===== src/rtl/reg_write_arbiter.sv =====
// Round-robin write arbiter with short locked bursts, driving a negedge-capture register bank.
// Define REG_ARB_CONTENTION_CNT_EN to add a saturating contention_cnt output.
module reg_write_arbiter #(
  parameter int NUM_REQ  = 4,
  parameter int NUM_REGS = 8,
  parameter int ADDR_W   = 3,
  parameter int DATA_W   = 16,
  parameter int MAX_LOCK = 4
) (
  input  logic                      clk,
  input  logic                      rst_n,
  input  logic [NUM_REQ-1:0]        req_valid,
  input  logic [NUM_REQ-1:0]        req_lock,
  input  logic [NUM_REQ*ADDR_W-1:0] req_addr,
  input  logic [NUM_REQ*DATA_W-1:0] req_data,
  output logic [NUM_REQ-1:0]        req_ready,
  output logic [NUM_REGS-1:0]       reg_en,
  output logic [DATA_W-1:0]         reg_d,
  output logic [2:0]                grant_id,
  output logic                      err_addr,
`ifdef REG_ARB_CONTENTION_CNT_EN
  output logic [15:0]               contention_cnt,
`endif
  output logic                      busy
);

  typedef enum logic {ARB, LOCKED} state_t;

  state_t              state_q, state_d;
  logic [2:0]          rr_ptr_q, rr_ptr_d;
  logic [2:0]          owner_q, owner_d;
  logic [3:0]          lock_cnt_q, lock_cnt_d;
  logic [NUM_REGS-1:0] reg_en_q, reg_en_d;
  logic [DATA_W-1:0]   reg_d_q, reg_d_d;
  logic [2:0]          grant_id_q, grant_id_d;
  logic                err_addr_q, err_addr_d;

  logic [7:0]          valid_pad;
  logic                gnt_found;
  logic [2:0]          gnt_idx;
  logic [3:0]          cand_sum;
  logic [ADDR_W-1:0]   sel_addr;
  logic [DATA_W-1:0]   sel_data;
  logic                sel_lock;

  function automatic logic [2:0] next_idx(input logic [2:0] idx);
    return (idx == 3'(NUM_REQ - 1)) ? 3'd0 : idx + 3'd1;
  endfunction

  assign valid_pad = 8'(req_valid);

  // Locked: only the owner can win; otherwise first valid requester from rr_ptr upward.
  always_comb begin
    gnt_found = 1'b0;
    gnt_idx   = '0;
    cand_sum  = '0;
    if (state_q == LOCKED) begin
      gnt_found = valid_pad[owner_q];
      gnt_idx   = owner_q;
    end else begin
      for (int k = 0; k < NUM_REQ; k++) begin
        cand_sum = {1'b0, rr_ptr_q} + 4'(k);
        if (cand_sum >= 4'(NUM_REQ)) cand_sum = cand_sum - 4'(NUM_REQ);
        if (!gnt_found && valid_pad[cand_sum[2:0]]) begin
          gnt_found = 1'b1;
          gnt_idx   = cand_sum[2:0];
        end
      end
    end
  end

  always_comb begin
    req_ready = '0;
    sel_addr  = '0;
    sel_data  = '0;
    sel_lock  = 1'b0;
    for (int i = 0; i < NUM_REQ; i++) begin
      if (gnt_found && gnt_idx == 3'(i)) begin
        req_ready[i] = 1'b1;
        sel_addr     = req_addr[i*ADDR_W +: ADDR_W];
        sel_data     = req_data[i*DATA_W +: DATA_W];
        sel_lock     = req_lock[i];
      end
    end
  end

  always_comb begin
    state_d    = state_q;
    rr_ptr_d   = rr_ptr_q;
    owner_d    = owner_q;
    lock_cnt_d = lock_cnt_q;
    reg_en_d   = '0;
    err_addr_d = 1'b0;
    reg_d_d    = reg_d_q;
    grant_id_d = grant_id_q;

    if (gnt_found) begin
      reg_d_d    = sel_data;
      grant_id_d = gnt_idx;
      if ({1'b0, sel_addr} < (ADDR_W+1)'(NUM_REGS)) begin
        for (int r = 0; r < NUM_REGS; r++) reg_en_d[r] = (sel_addr == ADDR_W'(r));
      end else begin
        err_addr_d = 1'b1;
      end
    end

    // Any LOCKED cycle without a continuing locked transfer releases the bank.
    if (state_q == ARB) begin
      if (gnt_found) begin
        if (sel_lock && MAX_LOCK > 1) begin
          state_d    = LOCKED;
          owner_d    = gnt_idx;
          lock_cnt_d = 4'd1;
        end else begin
          rr_ptr_d = next_idx(gnt_idx);
        end
      end
    end else begin
      if (gnt_found && sel_lock && (lock_cnt_q + 4'd1) < 4'(MAX_LOCK)) begin
        lock_cnt_d = lock_cnt_q + 4'd1;
      end else begin
        state_d    = ARB;
        rr_ptr_d   = next_idx(owner_q);
        lock_cnt_d = '0;
      end
    end
  end

  always_ff @(posedge clk or negedge rst_n) begin
    if (!rst_n) begin
      state_q    <= ARB;
      rr_ptr_q   <= '0;
      owner_q    <= '0;
      lock_cnt_q <= '0;
      reg_en_q   <= '0;
      reg_d_q    <= '0;
      grant_id_q <= '0;
      err_addr_q <= 1'b0;
    end else begin
      state_q    <= state_d;
      rr_ptr_q   <= rr_ptr_d;
      owner_q    <= owner_d;
      lock_cnt_q <= lock_cnt_d;
      reg_en_q   <= reg_en_d;
      reg_d_q    <= reg_d_d;
      grant_id_q <= grant_id_d;
      err_addr_q <= err_addr_d;
    end
  end

  assign reg_en   = reg_en_q;
  assign reg_d    = reg_d_q;
  assign grant_id = grant_id_q;
  assign err_addr = err_addr_q;
  assign busy     = (state_q == LOCKED);

`ifdef REG_ARB_CONTENTION_CNT_EN
  logic [15:0] contention_cnt_q, contention_cnt_d;

  always_comb begin
    contention_cnt_d = contention_cnt_q;
    if (|(req_valid & ~req_ready) && contention_cnt_q != 16'hFFFF)
      contention_cnt_d = contention_cnt_q + 16'd1;
  end

  always_ff @(posedge clk or negedge rst_n) begin
    if (!rst_n) contention_cnt_q <= '0;
    else        contention_cnt_q <= contention_cnt_d;
  end

  assign contention_cnt = contention_cnt_q;
`endif

endmodule


===== config.mk =====
export PLATFORM = sky130hd
export DESIGN_NAME = reg_write_arbiter
export DESIGN_NICKNAME = d
export VERILOG_FILES = /design/src/rtl/reg_write_arbiter.sv
export SDC_FILE = /design/constraint.sdc
export NUM_CORES = 1
export LEC_CHECK = 0
export BUFFER_PORTS_ARGS = -buffer_cell sky130_fd_sc_hd__buf_2
export CORE_ASPECT_RATIO = 0.5
export CORE_MARGIN = 2
export CORE_UTILIZATION = 45
export CTS_BUF_LIST = sky130_fd_sc_hd__clkbuf_4 sky130_fd_sc_hd__clkbuf_8
export DETAILED_ROUTE_END_ITERATION = 8
export PLACE_DENSITY = 0.8
export SLEW_MARGIN = 40
export SYNTH_ARGS = -nofsm -noshare
export SYNTH_HDL_FRONTEND = slang
export SYNTH_SLANG_ARGS = --single-unit
export TNS_END_PERCENT = 10

===== constraint.sdc =====
create_clock -name clk -period 4.4 [get_ports clk]
set_input_delay 0 -clock clk [delete_from_list [all_inputs] [get_ports clk]]
set_output_delay 0 -clock clk [all_outputs]
set_load 0.05 [all_outputs]

### Word level (Yosys, flattened, before mapping)

Index checks and enable logic that the tools add are counted.

* bits in registers: 38
* latch bits: 0
* RAM bits: 0
* bits in read-only memories: 0
* input bits: 86
* output and inout bits: 33
* logic and storage cells: 122
* memories kept: 0

* add/sub/neg operators: 10
* $mul: 0
* div/mod/pow operators: 0
* order comparisons: 10
* equality and inequality tests: 13
* shifts and indexed selects: 0
* multiplexer cells: 62
* bitwise operators: 1
* reductions and logical operators: 19

Operator list (count)
* 3-bit two-way mux: 23
* 16-bit two-way mux: 4
* 1-bit two-way mux: 25
* 3-bit by 4-bit < comparator with 1-bit output (second input constant): 5
* 4-bit two-way mux: 4
* 1-bit binary-select mux with 3-bit select: 5
* 3-bit by 2-bit equality test with 1-bit output (second input constant): 5
* 3-bit equality test (second input constant): 4
* 4-bit by 3-bit >= comparator with 1-bit output (second input constant): 3
* 3-bit subtractor (second input constant): 4
* 1-bit logical AND: 9
* 3-bit by 2-bit adder with 4-bit output (second input constant): 2
* 8-bit two-way mux: 1
* 3-bit by 1-bit adder with 3-bit output (second input constant): 2
* 3-bit by 1-bit equality test with 1-bit output (second input constant): 2
* 3-bit zero test: 2
* 3-bit AND reduction: 2
* 3-bit by 1-bit adder with 4-bit output (second input constant): 1
* 4-bit by 1-bit adder with 4-bit output (second input constant): 1
* 4-bit by 3-bit < comparator with 1-bit output (second input constant): 1
* 2-bit inequality test (second input constant): 2
* 2-bit nonzero test: 2
* 3-bit >= comparator (second input constant): 1
* 1-bit zero test: 3
* other kinds (2): 2

### Logic depth before layout (Yosys ltp)

Gate-level depths: netlist (run 1).

* depth after elaboration: 29
* gate-level depth with buffers: 17
* depth with buffers taken out: 13

### Worst setup path before layout (run 1)

Ideal clock, no wire load.

* kind: flip-flop to flip-flop
* start point: register rr_ptr_q[0]
* end point: register rr_ptr_q[1]
* setup time: 0.125 ns
* arrival time: 4.218 ns
* data required time: 4.275 ns
* path slack: 0.057 ns
* cell stages (with the launch flop): 17
* path buffers: 3
* period minus slack after synthesis: 4.343 ns
* cells stage by stage: dfrtp_1 -> clkbuf_1 -> clkbuf_1 -> inv_1 -> ha_1 -> buf_6 -> mux2_4 -> or3_4 -> a211oi_1 -> o21ai_0 -> a21o_1 -> ha_1 -> a211oi_1 -> a211oi_1 -> and3b_1 -> or3_2 -> mux2_2

* longest elaborated chain between the ends: 29
* elaborated cells on any way between the ends: 69
* classes of those cells: add/sub: 8; order compare: 4; eq/ne: 5; mux: 37; reduce/logical: 15

Ends and longest elaborated chain
* start, declared: line 30 `logic [2:0] rr_ptr_q, rr_ptr_d;`
* start signal, assigned: line 141 `rr_ptr_q <= rr_ptr_d;`
* parallel branches: the longest is 29 deep, another holds 3-bit by 1-bit adder with 4-bit output

Parallel ways; which one is timed is not known. The select of a mux whose other input is x is not followed.
A chain may end at the register's enable or synchronous reset.

### Final worst setup path (run 1)

Ends and elaborated chain as after synthesis.

==> qor.txt, run 1 <==
Worst R2R End - rr_ptr_q[1]$_DFFE_PN0P_
Slowest cell on crit path - or3_2
Worst Setup EP - rr_ptr_q[1]$_DFFE_PN0P_
Die Span Y - 58.8 microns
YS warnings - 0
Top_reg_cell synth - dfrtp_1
Layout cells sized above 1 - 44.7%
R2r worst-path depth - 14
Sequential area share after synthesis - 35.2%
Clk sinks - 38
Dpl hpwl - 5700 microns
Fin nets - 471
# rows - 19
Area contributors post-synth - dfrtp_1, mux2_4, a221oi_1, nor2b_1, o31ai_1
Post-Route WL - 7210 microns
RSZ-0062 raised after global routing - no
Vias post-DR - 2578
H-tree depth - 2
Worst path bufs/invs - 2
Design area - 3520 sq um
Total Die Area - 6690 sq um
RR Startpoint - rr_ptr_q[0]$_DFFE_PN0P_
Skew final - 0.00740 ns
DRT Pass-1 Iters - 4
Family with the most delay on the worst path - simple AND/OR/NAND/NOR gates
Area growth, synth to finish - 30.1%
Antenna violations before repair - 0
Share of the synthesized area in the top cell type - 35.2%
Seq cells post-synth - 38
Largest area contributor in the netlist - dfrtp_1
Remaining global-route overflow - 0
EDFF count, synth - 0
Top cells by count, synth - dfrtp_1, nor2b_1, a221oi_1, nand2_1, o31ai_1
Skew-Pair Late Insertion Delay - 0.29 ns
Crit Path Class - flop to flop
Max_cap viols - 0
Vias in the first global route - 2520
Syn_nets - 358
Routed Antenna Nets - 0
CP startpoint kind - flop
Post-DP Area - 3350 sq um
Final hold violation count - 0
R2r setup slk - 0.22 ns
Boundary Pins - 119
CP startpoint - rr_ptr_q[0]$_DFFE_PN0P_
Hold WC Path Type - input port to flop
Setup TNS - 0 ns
Setup Fix Bufs, Post-CTS - 0
TritonCTS clock tree - yes
Num CTS Buffers - 5
Clk slew on worst S/H paths - 0.08 ns
Status - finished, final reports clean
Critical path depth - 14
Crit-path max FO - 7
Crit-path most repeated cell - a211oi_1
Die X - 114 microns
Worst path cell trace - inv_1 > ha_2 > mux2_4 > or3_4 > a211oi_1 > o21ai_1 > a21o_1 > ha_1 > a211oi_1 > a211oi_1 > buf_4 > and3b_1 > or3_2 > mux2_2
Period minus WS final - 4.18 ns
Period utilization - 95.0%
Diode count - 0
Initial core utilization - 48.0%
Synthesized area - 2710 sq um
Root buffer cell - clkbuf_8
Port bufs - 117
Global placement routability congestion - 0.942
Total Routing Usage GR - 21.8%
CTS Buffer Depth - 2
Slew Limit Fails - 0
Crit path DAT - 4.36 ns
F_max - 239 MHz
Final setup fails - 0
WL per Instance - 16.0 microns
Share of synthesized flip-flops with an asynchronous set or reset - 100%
# DRC - 0
Max incr delay on CP - 0.51 ns
Core Footprint - 5630 sq um
Syn Area/Cell - 10.2 sq um
Vias/cell - 5.72
First-pass GRT wire length - 11500 microns
Drt first-iter violations - 128
Post-synth cell types - 59
Mapped Cells - 264
Top-count cell post-synth - dfrtp_1
CP required - 4.58 ns
Crit end category - flop
Largest net degree at the start of global routing - 40
==> layout make-up <==
type	count	area (sq um)
fill	474	2110
multi-input combinational	198	1630
sequential	38	951
tap	73	91.3
inverter	8	30.0
clock buffer	5	68.8
timing repair buffer	126	678
clock inverter	3	68.8
==> worst min path at each step <==
stage            startpoint              endpoint  slack [ns]  cells past startpoint
2_1_floorplan         rst_n        busy$_DFF_PN0_       -0.30                      0
3_3_place_gp          rst_n  reg_d[5]$_DFFE_PN0P_        0.14                      1
3_5_place_dp          rst_n  reg_d[5]$_DFFE_PN0P_        0.14                      1
4_1_cts        req_data[49]  reg_d[1]$_DFFE_PN0P_        0.04                      4
5_1_grt        req_data[55]  reg_d[7]$_DFFE_PN0P_        0.05                      4
6_report       req_data[55]  reg_d[7]$_DFFE_PN0P_        0.05                      4
==> through the flow <==
stage               hold slack, ns  setup WS [ns]  util, %  std cells
floorplan                   -0.296         0.0572        -        264
global placement             0.140          0.408     59.0        441
detailed placement           0.144          0.143     59.4        442
CTS                         0.0408         0.0830     62.1        451
global route                0.0527         0.0154     62.5        451
finish                      0.0471          0.220     62.5        451
==> cells by family (layout without fill, tap and decap cells) <==
group / Yosys count / after routing / share of synthesized area, %
and+or+nand+nor: 82 / 82 / 17.9
AOI/OAI and AO/OA: 80 / 80 / 24.0
adders and majority gates: 8 / 8 / 3.70
muxes: 27 / 27 / 13.9
buffers and inverters: 28 / 142 / 5.27
DFF: 38 / 38 / 35.2
other: 1 / 1 / 0.139
==> per-layer routing <==
layer	vias up	GRT usage [%]	part of all wire, %
met5	-	0	0
met2	73	43.4	54
li1	1237	-	-
met1	1261	25.0	41
met3	7	3.40	4.2
met4	0	5.40	0.69
==> repair_timing <==
item,in CTS,in global routing
hold endpoints to repair,38,0
gates resized for setup,0,6
setup endpoints to repair,0,9
hold buffers,1,0
==> registers in the layout, indices dropped and copies added, names as in the netlist <==
register,count
reg_en,8
reg_d,16
grant_id,3
owner_q,3
lock_cnt_q,4
busy,1
rr_ptr_q,3
==> layout by cell type (no fill, tap or decap), types with 2 or more instances in the layout <==
master / netlist / layout
o31ai_1: 16 / 16
bufinv_16: 0 / 2
dfrtp_1: 38 / 38
nor2b_1: 23 / 23
inv_1: 7 / 7
a21oi_2: 0 / 3
nand3b_1: 2 / 2
nor4b_1: 3 / 2
a211oi_1: 4 / 4
nand2_1: 18 / 18
nor4_1: 2 / 2
mux2_2: 9 / 9
and2_1: 8 / 8
a31oi_1: 3 / 3
a32o_1: 4 / 4
nand2b_1: 2 / 2
and3_1: 2 / 2
a21o_1: 2 / 2
buf_4: 1 / 8
a22oi_1: 3 / 3
a21oi_1: 8 / 5
a221oi_1: 19 / 19
clkbuf_8: 0 / 5
mux2_4: 13 / 13
mux2i_1: 2 / 2
and4b_1: 3 / 3
o21ai_0: 4 / 3
nor3_1: 5 / 5
buf_2: 2 / 116
ha_1: 8 / 7
nor2_1: 6 / 6
o211ai_1: 4 / 4
==> worst reg2reg max path, stage by stage (launching register included) <==
cell	delay (ns)
dfrtp_1	0.38
inv_1	0.13
ha_2	0.35
mux2_4	0.33
or3_4	0.39
a211oi_1	0.34
o21ai_1	0.19
a21o_1	0.21
ha_1	0.23
a211oi_1	0.24
a211oi_1	0.11
buf_4	0.16
and3b_1	0.21
or3_2	0.51
mux2_2	0.29
Power of run 1 is not shown: default switching activity piles up to over one toggle a cycle in this logic, so the estimate is an artifact.
==> run 2, diff against run 1 <==
CORE_UTILIZATION = 49   (was 45)
PLACE_DENSITY = 0.82   (was 0.8)
clock period = 4 ns   (was 4.4 ns; I/O delays follow)
==> run 2 against run 1 <==
- die area decreased by 7.7%
- fmax increased by 8.2%
- clock skew increased by 0.0021 ns
- critical endpoint unchanged
==> qor.txt, run 2 (synthesis results as in run 1) <==
Hold_ws - 0.0448 ns (-0.00228 ns)
Setup TNS - 0 ns (unchanged)
Skew-Pair Late Insertion Delay - 0.29 ns (about the same)
Final hold violation count - 0 (unchanged)
Max incr delay on CP - 0.50 ns (about the same)
Global placement routability congestion - 0.906 (-3.8%)
Post-Route WL - 7440 microns (+3.1%)
Remaining global-route overflow - 0 (unchanged)
# rows - 19 (unchanged)
Clk slew on worst S/H paths - 0.09 ns (about the same)
F_max - 259 MHz (+8.2%)
Hold_sp - req_data[53]
Diode count - 0 (unchanged)
Num CTS Buffers - 5 (unchanged)
Post-DP Area - 3360 sq um (+0.30%)
Die X - 109 microns (-4.0%)
Layout cells sized above 1 - 46.8% (+2.1 points)
Vias/cell - 5.75 (+0.68%)
Slew HR - 63.9%
CTS Buffer Depth - 2 (unchanged)
R2r setup slk - 0.14 ns (-0.08 ns)
DRT met1 WL - 3110 microns (+4.1%)
Sink of the worst hold path - reg_d[5]$_DFFE_PN0P_
Port bufs - 117 (unchanged)
Total Die Area - 6170 sq um (-7.7%)
Skew final - 0.00945 ns (+0.00205 ns)
Crit-path max FO - 7 (unchanged)
Root buffer cell - clkbuf_8
H-tree depth - 2 (unchanged)
Dpl hpwl - 5470 microns (-4.0%)
WL per Instance - 16.4 microns (+2.6%)
Slowest cell on crit path - or3_2
Met3 wire length - 381 microns (+26%)
Design area - 3560 sq um (+1.3%)
DRT Pass-1 Iters - 7 (+3)
Vias post-DR - 2607 (+1.1%)
Crit Path Class - flop to flop
CP startpoint kind - flop
CP required - 4.18 ns (-0.40 ns)
Slew Limit Fails - 0 (unchanged)
Total Routing Usage GR - 24.9% (+3.1 points)
Crit end category - flop
Family with the most delay on the worst path - simple AND/OR/NAND/NOR gates
RSZ-0062 raised after global routing - no
Met2 WL - 3830 microns (-1.0%)
Hold path cells - 4 (unchanged)
First-pass GRT wire length - 12300 microns (+6.3%)
Crit path DAT - 4.04 ns (-0.32 ns)
Max FFs per register - 16 (unchanged)
Fin nets - 473 (+0.42%)
Commonest non-fill, non-tap cells in the layout - buf_2, dfrtp_1, nor2b_1, a221oi_1, nand2_1
TritonCTS clock tree - yes
RR Startpoint - rr_ptr_q[1]$_DFFE_PN0P_
R2r worst-path depth - 13 (-1)
Period utilization - 96.6% (+1.6 points)
Vias in the first global route - 2581 (+2.4%)
Worst R2R End - rr_ptr_q[1]$_DFFE_PN0P_
Worst path bufs/invs - 1 (-1)
Status - finished, final reports clean
Period minus WS final - 3.86 ns (-0.317 ns)
Commonest non-fill, non-tap cell in the layout - buf_2
Routed Antenna Nets - 0 (unchanged)
Boundary Pins - 119 (unchanged)
Top sig layer - met4
Worst path cell trace - inv_1 > ha_4 > mux2_4 > or3_4 > a211oi_2 > o21ai_2 > a21o_1 > ha_1 > a211oi_2 > a211oi_2 > and3b_1 > or3_2 > mux2_2
# DRC - 0 (unchanged)
Worst slew pin tran - 0.540 ns
Max_cap viols - 0 (unchanged)
Die Span Y - 56.5 microns (-3.9%)
Core Footprint - 5400 sq um (-4.2%)
Antenna violations before repair - 0 (unchanged)
Initial core utilization - 50.1% (+2.1 points)
Area growth, synth to finish - 31.8%
Clk sinks - 38 (unchanged)
Core Util, Final - 66.1% (+3.6 points)
Largest net degree at the start of global routing - 40 (unchanged)
Final setup fails - 0 (unchanged)
Drt first-iter violations - 140 (+9.4%)
Hold WC Path Type - input port to flop
Crit-path most repeated cell - a211oi_2
[run 2: cell types whose count changed in the layout (fill, tap and decap cells not counted), sizes merged]
cell  previous run  this run
buf            125       127
[run 2: repair_timing]
item,in CTS,in global routing
hold buffers,1,0
buffers inserted,0,1
gates resized for setup,3,8
hold endpoints to repair,38,0
setup endpoints to repair,7,28
[run 2: tightest hold or removal path, delay by kind of cell]
family | cells | cell delay (ns)
multiplexers | 1 | 0.13
AO/OA/AOI/OAI | 1 | 0.05
AND/OR/NAND/NOR | 1 | 0.04
buffers and inverters | 1 | 0.07
[run 2: routing by layer]
layer / GRT usage, % / vias to the layer above
met5: 0 / -
met4: 5.49 / 0
met3: 4.99 / 12
met2: 44.8 / 99
met1: 30.8 / 1257
li1: - / 1239
[run 2: worst max path at each step]
stage,start,depth (start not counted),slack [ns],endpoint
after CTS,rr_ptr_q[0]$_DFFE_PN0P_,14,0.03,reg_en[5]$_DFF_PN0_
after detailed placement,rr_ptr_q[0]$_DFFE_PN0P_,14,-0.005,reg_en[3]$_DFF_PN0_
final,rr_ptr_q[1]$_DFFE_PN0P_,13,0.14,rr_ptr_q[1]$_DFFE_PN0P_
after global placement,rr_ptr_q[0]$_DFFE_PN0P_,13,0.20,rr_ptr_q[1]$_DFFE_PN0P_
after global routing,rr_ptr_q[1]$_DFFE_PN0P_,13,0.02,rr_ptr_q[1]$_DFFE_PN0P_
after floorplan,rr_ptr_q[0]$_DFFE_PN0P_,16,0.01,rr_ptr_q[1]$_DFFE_PN0P_
[run 2: cell type report]
class	count	area (sq um)
multi-input cells	198	1670
repair buffers	128	684
flip-flops and latches	38	951
inverters	8	30.0
clock buffers	5	68.8
clock inverters	3	68.8
well taps	73	91.3
fillers	411	1830
[run 2: through the flow]
stage                     worst slack [ns]  instances
after CTS                           0.0261        452
final                                0.137        453
after global placement               0.202        442
after detailed placement          -0.00462        443
after floorplan                     0.0102        264
after global routing                0.0239        453
Power of run 2 is left out for the same reason.
==> run 3, diff against run 2 <==
CORE_ASPECT_RATIO = unset   (was 0.5)
CTS_BUF_LIST = sky130_fd_sc_hd__clkbuf_4   (was sky130_fd_sc_hd__clkbuf_4 sky130_fd_sc_hd__clkbuf_8)
==> run 3 against run 2 <==
- die area shrank 0.59%
- hold slack lost 0.036 ns
- cell count grew 3.1%
- flip-flop and latch count is the same
- utilization grew 1.6 points
==> qor.txt, run 3 (synthesis results as in run 1) <==
Largest net degree at the start of global routing - 39 (-2.5%)
RR Startpoint - rr_ptr_q[1]$_DFFE_PN0P_
Max incr delay on CP - 0.49 ns (about the same)
TritonCTS clock tree - yes
Crit end category - flop
Layout fillers - 424 (+3.2%)
Crit-path most repeated cell - a211oi_2
CTS Buffer Depth - 2 (unchanged)
Antenna violations before repair - 0 (unchanged)
Status - finished, final reports clean
Vias post-DR - 2684 (+3.0%)
CP startpoint - rr_ptr_q[1]$_DFFE_PN0P_
Design area - 3660 sq um (+2.6%)
Die X - 78.3 microns (-28%)
Routed Antenna Nets - 0 (unchanged)
Skew final - 0.0124 ns (+0.00292 ns)
Slowest cell on crit path - or3_2
Met3 usage - 6.67% (+1.7 points)
Fin nets - 488 (+3.2%)
Clk sinks - 38 (unchanged)
Worst slew pin tran - 0.574 ns (+0.0342 ns)
Slew HR - 61.6% (-2.3 points)
Post-Route WL - 7460 microns (+0.30%)
H-tree depth - 2 (unchanged)
Period utilization - 95.2% (-1.4 points)
Max FFs per register - 16 (unchanged)
Slew Limit Fails - 0 (unchanged)
Crit-path max FO - 7 (unchanged)
CP required - 4.26 ns (+0.08 ns)
M1 GR Usage - 29.9% (-0.85 points)
Period minus WS final - 3.81 ns (-0.0564 ns)
Global placement routability congestion - 0.931 (+2.8%)
Final hold violation count - 0 (unchanged)
Total Routing Usage GR - 24.3% (-0.58 points)
Vias/cell - 5.75 (-0.13%)
Setup Fix Bufs, Post-CTS - 0 (unchanged)
# DRC - 0 (unchanged)
Port bufs - 117 (unchanged)
Skew-Pair Late Insertion Delay - 0.35 ns (+0.06 ns)
Max_cap viols - 0 (unchanged)
Num CTS Buffers - 5 (unchanged)
Crit path DAT - 4.06 ns (+0.02 ns)
Hold WC Path Type - input port to flop
Core Footprint - 5410 sq um (+0.16%)
Commonest non-fill, non-tap cells in the layout - buf_2, dfrtp_1, nor2b_1, a221oi_1, nand2_1
Commonest non-fill, non-tap cell in the layout - buf_2
Diode count - 0 (unchanged)
Final setup fails - 0 (unchanged)
Initial core utilization - 50.0% (-0.081 points)
Drt first-iter violations - 189 (+35%)
Worst path cell trace - inv_1 > ha_4 > mux2_4 > or3_4 > a211oi_2 > o21ai_1 > a21oi_1 > ha_1 > nand3b_1 > a211oi_2 > and3b_1 > or3_2 > mux2_2
Post-DP Area - 3370 sq um (+0.19%)
RSZ-0062 raised after global routing - no
Boundary Pins - 119 (unchanged)
F_max - 263 MHz (+1.5%)
Clk slew on worst S/H paths - 0.13 ns (+0.04 ns)
Area growth, synth to finish - 35.2%
DRT Pass-1 Iters - 4 (-3)
First-pass GRT wire length - 11900 microns (-3.2%)
WL per Instance - 16.0 microns (-2.7%)
Remaining global-route overflow - 0 (unchanged)
Total Die Area - 6130 sq um (-0.59%)
Crit Path Class - flop to flop
Hold_sp - req_data[49]
Met2 usage - 41.7% (-3.1 points)
Family with the most delay on the worst path - simple AND/OR/NAND/NOR gates
Dpl hpwl - 5640 microns (+3.0%)
Die Span Y - 78.3 microns (+38%)
Vias in the first global route - 2556 (-0.97%)
# rows - 27 (+8)
CP startpoint kind - flop
Gr busiest metal - met2
R2r setup slk - 0.19 ns (+0.06 ns)
Worst path bufs/invs - 1 (unchanged)
Layout cells sized above 1 - 44.8% (-2.0 points)
Root buffer cell - clkbuf_4
Setup TNS - 0 ns (unchanged)
-- run 3: cell count changes in the layout (fill, tap and decap cells not counted), moves of 2 or more --
cell and change:
dlygate4sd3_1 +13, a21oi_1 +2, clkbuf_4 +5, a21oi_2 -2, clkbuf_8 -5, buf_4 +3
-- run 3: worst paths after layout --
kind / cells after the start / to
worst max-delay path: 13 / rr_ptr_q[1]$_DFFE_PN0P_
worst min-delay path: 4 / reg_d[1]$_DFFE_PN0P_
worst max register to register: 13 / rr_ptr_q[1]$_DFFE_PN0P_
worst min register to register: 1 / grant_id[2]$_DFFE_PN0P_
max in group asynchronous: 2 / reg_d[6]$_DFFE_PN0P_
min in group asynchronous: 2 / rr_ptr_q[2]$_DFFE_PN0P_
-- run 3: timing repair --
item | in CTS | in global routing
pin swaps | 0 | 1
hold endpoints to repair | 50 | 1
gates cloned | 0 | 0
setup endpoints to repair | 1 | 13
hold buffers | 13 | 1
gates resized for setup | 1 | 6
-- run 3: worst min-delay path, stage by stage --
cell	delay, ns
buf_2	0.08
nand2_1	0.05
o31ai_1	0.06
mux2_2	0.14
-- run 3: final cells by class --
class	instances	area, sq um	share of cell area (%)
tap	72	90.1	2.46
multi-input combinational	198	1660	45.2
sequential	38	951	26.0
clock buffer	5	37.5	1.03
inverter	8	30.0	0.821
clock inverter	3	68.8	1.88
timing repair buffer	143	826	22.6
-- run 3: stage by stage --
stage                     hold slack [ns]  util, %  setup WS (ns)  instances
after floorplan                    -0.296        -         0.0102        264
after global placement              0.133     62.3          0.174        444
after detailed placement            0.149     62.3         0.0318        444
after CTS                         0.00428     66.7         0.0738        465
after global routing              0.00460     67.7       0.000826        467
final                             0.00877     67.7          0.194        467
-- run 3: per-layer routing --
layer	part of all wire, %	up-vias
met4	2.9	0
met2	49	128
met1	41	1268
met5	0	-
met3	7.2	21
li1	-	1267
Power of run 3 is left out for the same reason.
